<file path="config.mk">
export PLATFORM = sky130hd
export DESIGN_NAME = a1335_i2c_target
export DESIGN_NICKNAME = d
export VERILOG_FILES = /design/src/rtl/a1335_i2c_target.sv
export SDC_FILE = /design/constraint.sdc
export NUM_CORES = 1
export LEC_CHECK = 0
export CORE_ASPECT_RATIO = 1.5
export CORE_MARGIN = 1
export CORE_UTILIZATION = 40
export CTS_CLUSTER_SIZE = 14
export DETAILED_ROUTE_END_ITERATION = 8
export DONT_BUFFER_PORTS = 1
export GPL_ROUTABILITY_DRIVEN = 0
export GPL_TIMING_DRIVEN = 0
export PLACE_DENSITY = 0.64
export SYNTH_ARGS = -nofsm -noshare
export SYNTH_HDL_FRONTEND = slang
export SYNTH_SLANG_ARGS = --single-unit
export TNS_END_PERCENT = 5
</file>
<file path="constraint.sdc">
create_clock -name clock -period 2.8 [get_ports clock]
set_clock_uncertainty 0.2 [all_clocks]
set_input_delay 0.42 -clock clock [delete_from_list [all_inputs] [get_ports clock]]
set_output_delay 0.42 -clock clock [all_outputs]
set_load 0.01 [all_outputs]
</file>
<file path="src/rtl/a1335_i2c_target.sv">
// I2C target serving a 4-byte angle/status register window, with byte writes
// reported through a wr_valid/wr_addr/wr_data strobe. SCL and SDA are
// synchronized and edge-detected in the clock domain. SDA is open-drain:
// sda_oe = 1 pulls the line low.
module a1335_i2c_target #(
  parameter logic [7:0] REG_BASE = 8'h20
) (
  input  logic        clock,
  input  logic        reset_n,
  input  logic [6:0]  device_id,
  input  logic        scl_in,
  input  logic        sda_in,
  output logic        sda_oe,
  input  logic [15:0] angle,
  input  logic [15:0] status,
  output logic        wr_valid,
  output logic [7:0]  wr_addr,
  output logic [7:0]  wr_data,
  output logic        busy,
  output logic        done
);

  typedef enum logic [2:0] {
    S_IDLE, S_ADDR, S_ADDR_ACK, S_WR_BYTE, S_WR_ACK, S_RD_BYTE, S_RD_ACK, S_IGNORE
  } state_t;

  // [0],[1] form the synchronizer; [2] holds the previous synchronized level
  logic [2:0]  scl_q, sda_q;
  logic        scl_s, sda_s, scl_rise, scl_fall, start_det, stop_det;

  state_t      state_q, state_d;
  logic [3:0]  bit_cnt_q, bit_cnt_d;
  logic [7:0]  shift_q, shift_d;
  logic [7:0]  tx_q, tx_d;
  logic [7:0]  ptr_q, ptr_d;
  logic [31:0] shadow_q, shadow_d;
  logic        rw_q, rw_d;
  logic        first_q, first_d;
  logic        sda_oe_q, sda_oe_d;
  logic        busy_q, busy_d;
  logic        done_q, done_d;
  logic        wr_valid_q, wr_valid_d;
  logic [7:0]  wr_addr_q, wr_addr_d;
  logic [7:0]  wr_data_q, wr_data_d;

  // Byte served for a pointer; offsets outside the window read as zero
  function automatic logic [7:0] read_map(input logic [7:0] p, input logic [31:0] w);
    logic [7:0] off;
    off = p - REG_BASE;
    case (off)
      8'd0:    read_map = w[31:24];
      8'd1:    read_map = w[23:16];
      8'd2:    read_map = w[15:8];
      8'd3:    read_map = w[7:0];
      default: read_map = 8'h00;
    endcase
  endfunction

  assign scl_s     = scl_q[1];
  assign sda_s     = sda_q[1];
  assign scl_rise  = scl_q[1] & ~scl_q[2];
  assign scl_fall  = ~scl_q[1] & scl_q[2];
  assign start_det = scl_s & ~sda_q[1] & sda_q[2];
  assign stop_det  = scl_s & sda_q[1] & ~sda_q[2];

  assign sda_oe   = sda_oe_q;
  assign busy     = busy_q;
  assign done     = done_q;
  assign wr_valid = wr_valid_q;
  assign wr_addr  = wr_addr_q;
  assign wr_data  = wr_data_q;

  // Bring the bus pins into the clock domain; idle-high so reset makes no edge
  always_ff @(posedge clock or negedge reset_n) begin
    if (!reset_n) begin
      scl_q <= 3'b111;
      sda_q <= 3'b111;
    end else begin
      scl_q <= {scl_q[1:0], scl_in};
      sda_q <= {sda_q[1:0], sda_in};
    end
  end

  // State and datapath registers
  always_ff @(posedge clock or negedge reset_n) begin
    if (!reset_n) begin
      state_q    <= S_IDLE;
      bit_cnt_q  <= 4'd0;
      shift_q    <= 8'h00;
      tx_q       <= 8'h00;
      ptr_q      <= 8'h00;
      shadow_q   <= 32'h0;
      rw_q       <= 1'b0;
      first_q    <= 1'b0;
      sda_oe_q   <= 1'b0;
      busy_q     <= 1'b0;
      done_q     <= 1'b0;
      wr_valid_q <= 1'b0;
      wr_addr_q  <= 8'h00;
      wr_data_q  <= 8'h00;
    end else begin
      state_q    <= state_d;
      bit_cnt_q  <= bit_cnt_d;
      shift_q    <= shift_d;
      tx_q       <= tx_d;
      ptr_q      <= ptr_d;
      shadow_q   <= shadow_d;
      rw_q       <= rw_d;
      first_q    <= first_d;
      sda_oe_q   <= sda_oe_d;
      busy_q     <= busy_d;
      done_q     <= done_d;
      wr_valid_q <= wr_valid_d;
      wr_addr_q  <= wr_addr_d;
      wr_data_q  <= wr_data_d;
    end
  end

  // Next-state logic: START/STOP override everything, otherwise bit-level protocol
  always_comb begin
    state_d    = state_q;
    bit_cnt_d  = bit_cnt_q;
    shift_d    = shift_q;
    tx_d       = tx_q;
    ptr_d      = ptr_q;
    shadow_d   = shadow_q;
    rw_d       = rw_q;
    first_d    = first_q;
    sda_oe_d   = sda_oe_q;
    busy_d     = busy_q;
    done_d     = 1'b0;
    wr_valid_d = 1'b0;
    wr_addr_d  = wr_addr_q;
    wr_data_d  = wr_data_q;

    if (stop_det) begin
      state_d  = S_IDLE;
      sda_oe_d = 1'b0;
      busy_d   = 1'b0;
      done_d   = busy_q;
    end else if (start_det) begin
      // busy survives a repeated START until the address is judged
      state_d   = S_ADDR;
      bit_cnt_d = 4'd0;
      sda_oe_d  = 1'b0;
    end else begin
      case (state_q)
        S_ADDR: begin
          if (scl_rise) begin
            shift_d   = {shift_q[6:0], sda_s};
            bit_cnt_d = bit_cnt_q + 4'd1;
            if (bit_cnt_q == 4'd7) begin
              rw_d = shift_d[0];
              if (shift_d[7:1] == device_id) begin
                state_d = S_ADDR_ACK;
                busy_d  = 1'b1;
              end else begin
                state_d = S_IGNORE;
                busy_d  = 1'b0;
              end
            end
          end
        end
        S_ADDR_ACK: begin
          // first fall starts the ACK, second fall ends it
          if (scl_fall) begin
            if (!sda_oe_q) begin
              sda_oe_d = 1'b1;
            end else begin
              bit_cnt_d = 4'd0;
              if (rw_q) begin
                shadow_d = {angle, status};
                tx_d     = read_map(ptr_q, {angle, status});
                sda_oe_d = ~tx_d[7];
                state_d  = S_RD_BYTE;
              end else begin
                sda_oe_d = 1'b0;
                first_d  = 1'b1;
                state_d  = S_WR_BYTE;
              end
            end
          end
        end
        S_WR_BYTE: begin
          if (scl_rise) begin
            shift_d   = {shift_q[6:0], sda_s};
            bit_cnt_d = bit_cnt_q + 4'd1;
            if (bit_cnt_q == 4'd7) begin
              bit_cnt_d = 4'd0;
              state_d   = S_WR_ACK;
              if (first_q) begin
                ptr_d   = shift_d;
                first_d = 1'b0;
              end else begin
                wr_valid_d = 1'b1;
                wr_addr_d  = ptr_q;
                wr_data_d  = shift_d;
                ptr_d      = ptr_q + 8'd1;
              end
            end
          end
        end
        S_WR_ACK: begin
          if (scl_fall) begin
            if (!sda_oe_q) begin
              sda_oe_d = 1'b1;
            end else begin
              sda_oe_d = 1'b0;
              state_d  = S_WR_BYTE;
            end
          end
        end
        S_RD_BYTE: begin
          // bit_cnt counts SCL rises of the byte; the next bit goes out on the fall
          if (scl_rise) begin
            bit_cnt_d = bit_cnt_q + 4'd1;
          end else if (scl_fall) begin
            if (bit_cnt_q == 4'd8) begin
              sda_oe_d  = 1'b0;
              bit_cnt_d = 4'd0;
              state_d   = S_RD_ACK;
            end else begin
              sda_oe_d = ~tx_q[3'd7 - bit_cnt_q[2:0]];
            end
          end
        end
        S_RD_ACK: begin
          // bit_cnt = 1 marks a received ACK awaiting the fall that starts the next byte
          if (scl_rise) begin
            ptr_d = ptr_q + 8'd1;
            if (sda_s) state_d = S_IGNORE;
            else       bit_cnt_d = 4'd1;
          end else if (scl_fall && bit_cnt_q == 4'd1) begin
            tx_d      = read_map(ptr_q, shadow_q);
            sda_oe_d  = ~tx_d[7];
            bit_cnt_d = 4'd0;
            state_d   = S_RD_BYTE;
          end
        end
        S_IGNORE: sda_oe_d = 1'b0;
        default:  ;
      endcase
    end
  end

endmodule

</file>
==> results.sh, run 1 <==
export IMPL_outcome="finished, final reports clean"
export IMPL_fp_dieH_um=139.4
export IMPL_synth_warnings=0
export IMPL_startpoint_type="flop"
export IMPL_cts_buffers=9
export IMPL_worst_slew_pin_slew_ps=594.2
export IMPL_hold_ws_ps=21.07
export IMPL_antenna_found_initial=0
export IMPL_period_needed_ps=2552
export IMPL_ys_seq_area_share_pct=44.91
export IMPL_synth_edff_count=0
export IMPL_wl_met2_um=6280
export IMPL_hold_depth=1
export IMPL_synthArstFlopShare_pct=100.0
export IMPL_syn_area_mm2=0.005031
export IMPL_fin_nets=513
export IMPL_postSynthCellCount=444
export IMPL_crit_fanout=10
export IMPL_synth_fp_nets=498
export IMPL_report_final_slew_viol_count=0
export IMPL_drt_total_wl_um=11740
export IMPL_cts_tree="built"
export IMPL_drt_iter0_markers=311
export IMPL_clk_path_buf_depth=2
export IMPL_clkTransAtPathRegs_ps=70
export IMPL_final_common_cell="dfrtp_1"
export IMPL_grt_max_degree=91
export IMPL_yosysUniqueCellTypes=64
export IMPL_reg2reg_depth=6
export IMPL_vias=3643
export IMPL_cts_setup_buffers=0
export IMPL_htreeDepth=3
export IMPL_synth_seq_cells=90
export IMPL_power_leakage_nw=2.469
export IMPL_ant_nets=0
export IMPL_clk_insertion_delay_late_ps=340
export IMPL_dr_wl_met3_um=600
export IMPL_via_per_inst=5.904
export IMPL_cts_root_buffer="clkbuf_16"
export IMPL_cts_sinks=90
export IMPL_io_pins=63
export IMPL_die_x_um=93.57
export IMPL_rsz0062_at_grt="no"
export IMPL_end_kind="flop"
export IMPL_rows=49
export IMPL_start_util_pct=41.45
export IMPL_arrival_ps=2570
export IMPL_synth_ff_type="dfrtp_1"
export IMPL_hold_violations=0
export IMPL_maxCapViolCount=0
export IMPL_diodes=0
export IMPL_fin_crit_sh_pct=91.13
export IMPL_grt_pass1_vias=3853
export IMPL_setup_viol=0
export IMPL_routedLengthMet1_um=4667
export IMPL_dr_max_layer_used="met4"
export IMPL_setup_tns_ps=0
export IMPL_die_area_mm2=0.01304
export IMPL_relSlewSlack_pct=60.39
export IMPL_dpl_hpwl_um=8470
export IMPL_crit_type="flop to flop"
export IMPL_drive_above_1_share_pct=25.00
export IMPL_core_mm2=0.01214
export IMPL_peakVddDrop_mv=0.4203
export IMPL_fmax_ghz=0.3919
export IMPL_syn_area_per_cell_um2=11.33
export IMPL_numPortBuffers=0
export IMPL_area_growth_pct=10.59
export IMPL_track_usage_pct=19.54
export IMPL_post_route_drc_count=0
export IMPL_final_cell_mix="dfrtp_1, mux2_2, a22o_1"
export IMPL_power_density_mw_per_mm2=765.2
export IMPL_grt_pass1_wl_um=19780
export IMPL_crit_required_ps=2820
export IMPL_gr_total_overflow=0
export IMPL_firstDrtPassIters=4
export IMPL_wire_per_inst_um=19.02
export IMPL_min_path_type="primary input to flop"
[cell usage after synthesis, types with 3 or more instances]
cell       number  area [um^2]
nand3b_1        4        30.03
a22o_1         22        192.7
a221oi_1        3        26.28
ha_1           11        137.6
clkbuf_1       13        48.80
xor2_1          9        78.83
nor2b_1         6        37.54
nand3_1        11        55.05
dfstp_2         6        157.7
mux2_4          9        135.1
buf_6           5        56.30
o211ai_1        3        22.52
dfrtp_1        84         2102
buf_4           6        45.04
mux2_2         49        551.8
o41ai_1         4        35.03
nor2_1         20        75.07
nor4_1          3        18.77
o31ai_1         5        37.54
inv_1          14        52.55
a31oi_1        11        68.82
nor3_1         15        75.07
a22oi_1        17        127.6
a2bb2oi_1       7        61.31
buf_2           8        40.04
mux2i_1         6        60.06
nand2_1        13        48.80
and3_1          4        25.02
o21ai_0        16        80.08
a21oi_1        17        85.08
[critical path, stage by stage, from the launching register on]
cell and delay, ps:
dfstp_2 600, ha_1 240, and4b_1 300, nand2_1 130, nor3_4 430, buf_8 220
mux2_4 300
[per-stage QoR]
| step | worst slack, ps | util (%) | power (mW) | instance area [um^2] | std cells |
|---|---|---|---|---|---|
| detailed placement | 232.3 | 43.02 | 3.091 | 5223 | 597 |
| global placement | 249.6 | 43.02 | 3.063 | 5223 | 597 |
| global route | 60.03 | 45.84 | 4.536 | 5564 | 617 |
| CTS | 211.8 | 45.78 | 4.280 | 5558 | 617 |
| floorplan | 466.2 | - | 2.730 | 5031 | 444 |
| finish | 248.3 | 45.84 | 4.257 | 5564 | 617 |
[state kept, by name (all words and copies together) (netlist names)]
signal / cells
bit_cnt_q: 4
busy: 1
done: 1
first_q: 1
ptr_q: 8
rw_q: 1
scl_q: 3
sda_oe: 1
sda_q: 3
shadow_q: 32
shift_q: 7
state_q: 3
tx_q: 8
wr_addr: 8
wr_data: 8
wr_valid: 1
[repair_timing]
item,4_1_cts,5_1_grt
hold buffers,4,0
resized for setup,0,1
endpoints found under the hold margin,92,0
setup endpoints to repair,0,1
[where the power goes]
| part | internal, mW | switching [mW] |
|---|---|---|
| registers | 1.44 | 0.179 |
| clock network | 0.611 | 0.524 |
| logic | 0.614 | 0.893 |
[logic make-up after synthesis]
logic type | share of synthesized area, %
simple gates | 13.48
buf+inv | 5.123
flops | 44.91
xor+xnor | 1.567
compound gates | 17.11
fa+ha+maj | 2.736
mux | 15.07
[area by class of cell]
| type | instances | area (um^2) |
|---|---|---|
| inverters | 14 | 52.55 |
| clock buffers | 10 | 229.0 |
| plain buffers | 33 | 205.2 |
| multi-input cells | 307 | 2520 |
| well taps | 153 | 191.4 |
| fillers | 1145 | 6575 |
| repair buffers | 4 | 57.56 |
| flip-flops and latches | 90 | 2260 |
| clock inverters | 6 | 48.80 |
[final timing paths]
kind                                 start            to  slack [ps]
worst max-delay path              scl_q[1]    wr_data[1]         250
worst min-delay path            status[14]  shadow_q[14]          20
worst max register to register    scl_q[1]    wr_data[1]         250
worst min register to register    scl_q[0]      scl_q[1]         160
max in group asynchronous          reset_n      scl_q[0]        1580
min in group asynchronous          reset_n      ptr_q[4]         460
[layer usage]
layer | GRT usage, % | vias to the layer above
met1 | 22.85 | 1833
li1 | - | 1698
met4 | 7.449 | 0
met2 | 34.21 | 96
met5 | 0 | -
met3 | 4.536 | 16
No activity file was read; power rests on OpenSTA's default activity.
==> run 2: changes to the inputs <==
--- a/config.mk
+++ b/config.mk
@@ -7,13 +7,13 @@
 export LEC_CHECK = 0
 export CORE_ASPECT_RATIO = 1.5
 export CORE_MARGIN = 1
-export CORE_UTILIZATION = 40
+export CORE_UTILIZATION = 64
 export CTS_CLUSTER_SIZE = 14
 export DETAILED_ROUTE_END_ITERATION = 8
 export DONT_BUFFER_PORTS = 1
 export GPL_ROUTABILITY_DRIVEN = 0
 export GPL_TIMING_DRIVEN = 0
-export PLACE_DENSITY = 0.64
+export PLACE_DENSITY = 0.9
 export SYNTH_ARGS = -nofsm -noshare
 export SYNTH_HDL_FRONTEND = slang
 export SYNTH_SLANG_ARGS = --single-unit
==> run 2 against run 1 <==
Against the previous run:
- combinational power about the same
- non-clock buffer count unchanged
- worst setup slack got worse by 31 ps
- worst hold slack about the same
- core utilization increased by 26 points
- cell count decreased by 8.6%
- maximum frequency decreased by 1.2%
- critical path depth increased by 1
- clock power about the same
- highest routed layer unchanged
==> results.sh, run 2 (synthesized netlist as in run 1, its figures left out) <==
export IMPL_dp_worst_setup_slack_ps=256.4
export IMPL_grtUsageMet3_pct=6.204
export IMPL_drive_above_1_share_pct=24.46
export IMPL_relSlewSlack_pct=60.14
export IMPL_fin_nets=513
export IMPL_final_common_cell="dfrtp_1"
export IMPL_numPortBuffers=0
export IMPL_cts_buffers=9
export IMPL_power_mw=4.252
export IMPL_ant_nets=0
export IMPL_htreeDepth=3
export IMPL_startpoint_type="flop"
export IMPL_start_util_pct=66.09
export IMPL_clk_path_buf_depth=2
export IMPL_power_leakage_nw=2.478
export IMPL_firstDrtPassIters=5
export IMPL_final_cell_mix="dfrtp_1, mux2_2, a22o_1"
export IMPL_diodes=0
export IMPL_hold_ws_ps=20.84
export IMPL_min_path_type="primary input to flop"
export IMPL_rsz0062_at_grt="no"
export IMPL_post_route_worst_setup_slack_ps=217.4
export IMPL_die_area_mm2=0.008227
export IMPL_core_mm2=0.007612
export IMPL_dpl_cell_area_mm2=0.005159
export IMPL_power_density_mw_per_mm2=775.0
export IMPL_worst_slew_pin_slew_ps=597.9
export IMPL_via_per_inst=6.730
export IMPL_fmax_ghz=0.3872
export IMPL_gr_total_overflow=0
export IMPL_setup_tns_ps=0
export IMPL_grt_busiest_layer="met2"
export IMPL_outcome="finished, final reports clean"
export IMPL_end_kind="flop"
export IMPL_fp_dieH_um=110.6
export IMPL_final_cells=564
export IMPL_fin_util_pct=72.07
export IMPL_track_usage_pct=30.16
export IMPL_grt_max_degree=91
export IMPL_clk_insertion_delay_late_ps=350
export IMPL_cts_setup_buffers=0
export IMPL_grt_pass1_vias=3952
export IMPL_setup_viol=0
export IMPL_drt_iter0_markers=470
export IMPL_place_inst=546
export IMPL_regMostFlops="shadow_q"
export IMPL_antenna_found_initial=0
export IMPL_period_needed_ps=2583
export IMPL_use_met1_pct=34.95
export IMPL_design_area_mm2=0.005487
export IMPL_maxCapViolCount=0
export IMPL_drt_total_wl_um=11610
export IMPL_crit_fanout=10
export IMPL_vias=3796
export IMPL_cts_root_buffer="clkbuf_16"
export IMPL_cts_sinks=90
export IMPL_fin_crit_sh_pct=92.23
export IMPL_crit_required_ps=2880
export IMPL_grt_pass1_wl_um=18800
export IMPL_die_x_um=74.39
export IMPL_largest_reg_flops=32
export IMPL_area_growth_pct=9.052
export IMPL_report_final_slew_viol_count=0
export IMPL_cts_tree="built"
export IMPL_arrival_ps=2660
export IMPL_clkTransAtPathRegs_ps=60
export IMPL_post_route_drc_count=0
export IMPL_wire_per_inst_um=20.59
export IMPL_peakVddDrop_mv=0.4824
export IMPL_dpl_hpwl_um=7996
export IMPL_use_met2_pct=50.75
export IMPL_rows=39
export IMPL_crit_type="flop to flop"
export IMPL_hold_violations=0
export IMPL_io_pins=63
-- run 2: changes by cell type in the layout (fill, tap and decap cells not counted), sizes merged --
cell / before / now
inv: 17 / 14
clkbuf: 23 / 25
clkinv: 0 / 2
clkinvlp: 3 / 0
-- run 2: final cells by class --
cell class | count | area (um^2)
Multi-Input combinational cell | 307 | 2514
Sequential cell | 90 | 2260
Fill cell | 526 | 2126
Clock buffer | 12 | 256.5
Buffer | 33 | 205.2
Tap cell | 102 | 127.6
Timing Repair Buffer | 4 | 57.56
Inverter | 14 | 52.55
Clock inverter | 2 | 13.76
-- run 2: worst max-delay path, cell delays in order (launching register included) --
cell and delay, ps:
dfrtp_1 490, ha_1 220, clkbuf_1 410, clkbuf_1 530, a22o_1 250, nor3_1 50, a31oi_1 200, a22o_1 150
-- run 2: repair_timing --
action / in CTS / in global routing
gates resized for setup: 0 / 0
hold buffers: 4 / 0
endpoints found under the setup margin: 0 / 0
endpoints found under the hold margin: 92 / 0
-- run 2: per-layer routing --
| layer | wire length, um | vias up |
|---|---|---|
| met5 | 0 | - |
| met4 | 428 | 0 |
| met3 | 724 | 38 |
| met2 | 6167 | 181 |
| met1 | 4291 | 1881 |
| li1 | - | 1696 |
-- run 2: power breakdown --
group	total, mW	switching, mW	internal [mW]
Clock	1.11	0.474	0.640
Sequential	1.61	0.177	1.44
Combinational	1.52	0.912	0.613
-- run 2: worst paths after layout --
path                       startpoint            to  cells after the start  slack (ps)
max in group asynchronous     reset_n      scl_q[0]                      2        1610
min in group asynchronous     reset_n    wr_data[6]                      2         450
min                          angle[9]  shadow_q[25]                      1          20
min reg2reg                  sda_q[0]      sda_q[1]                      0         150
max reg2reg                  ptr_q[0]       tx_q[6]                      7         220
max                          ptr_q[0]       tx_q[6]                      7         220
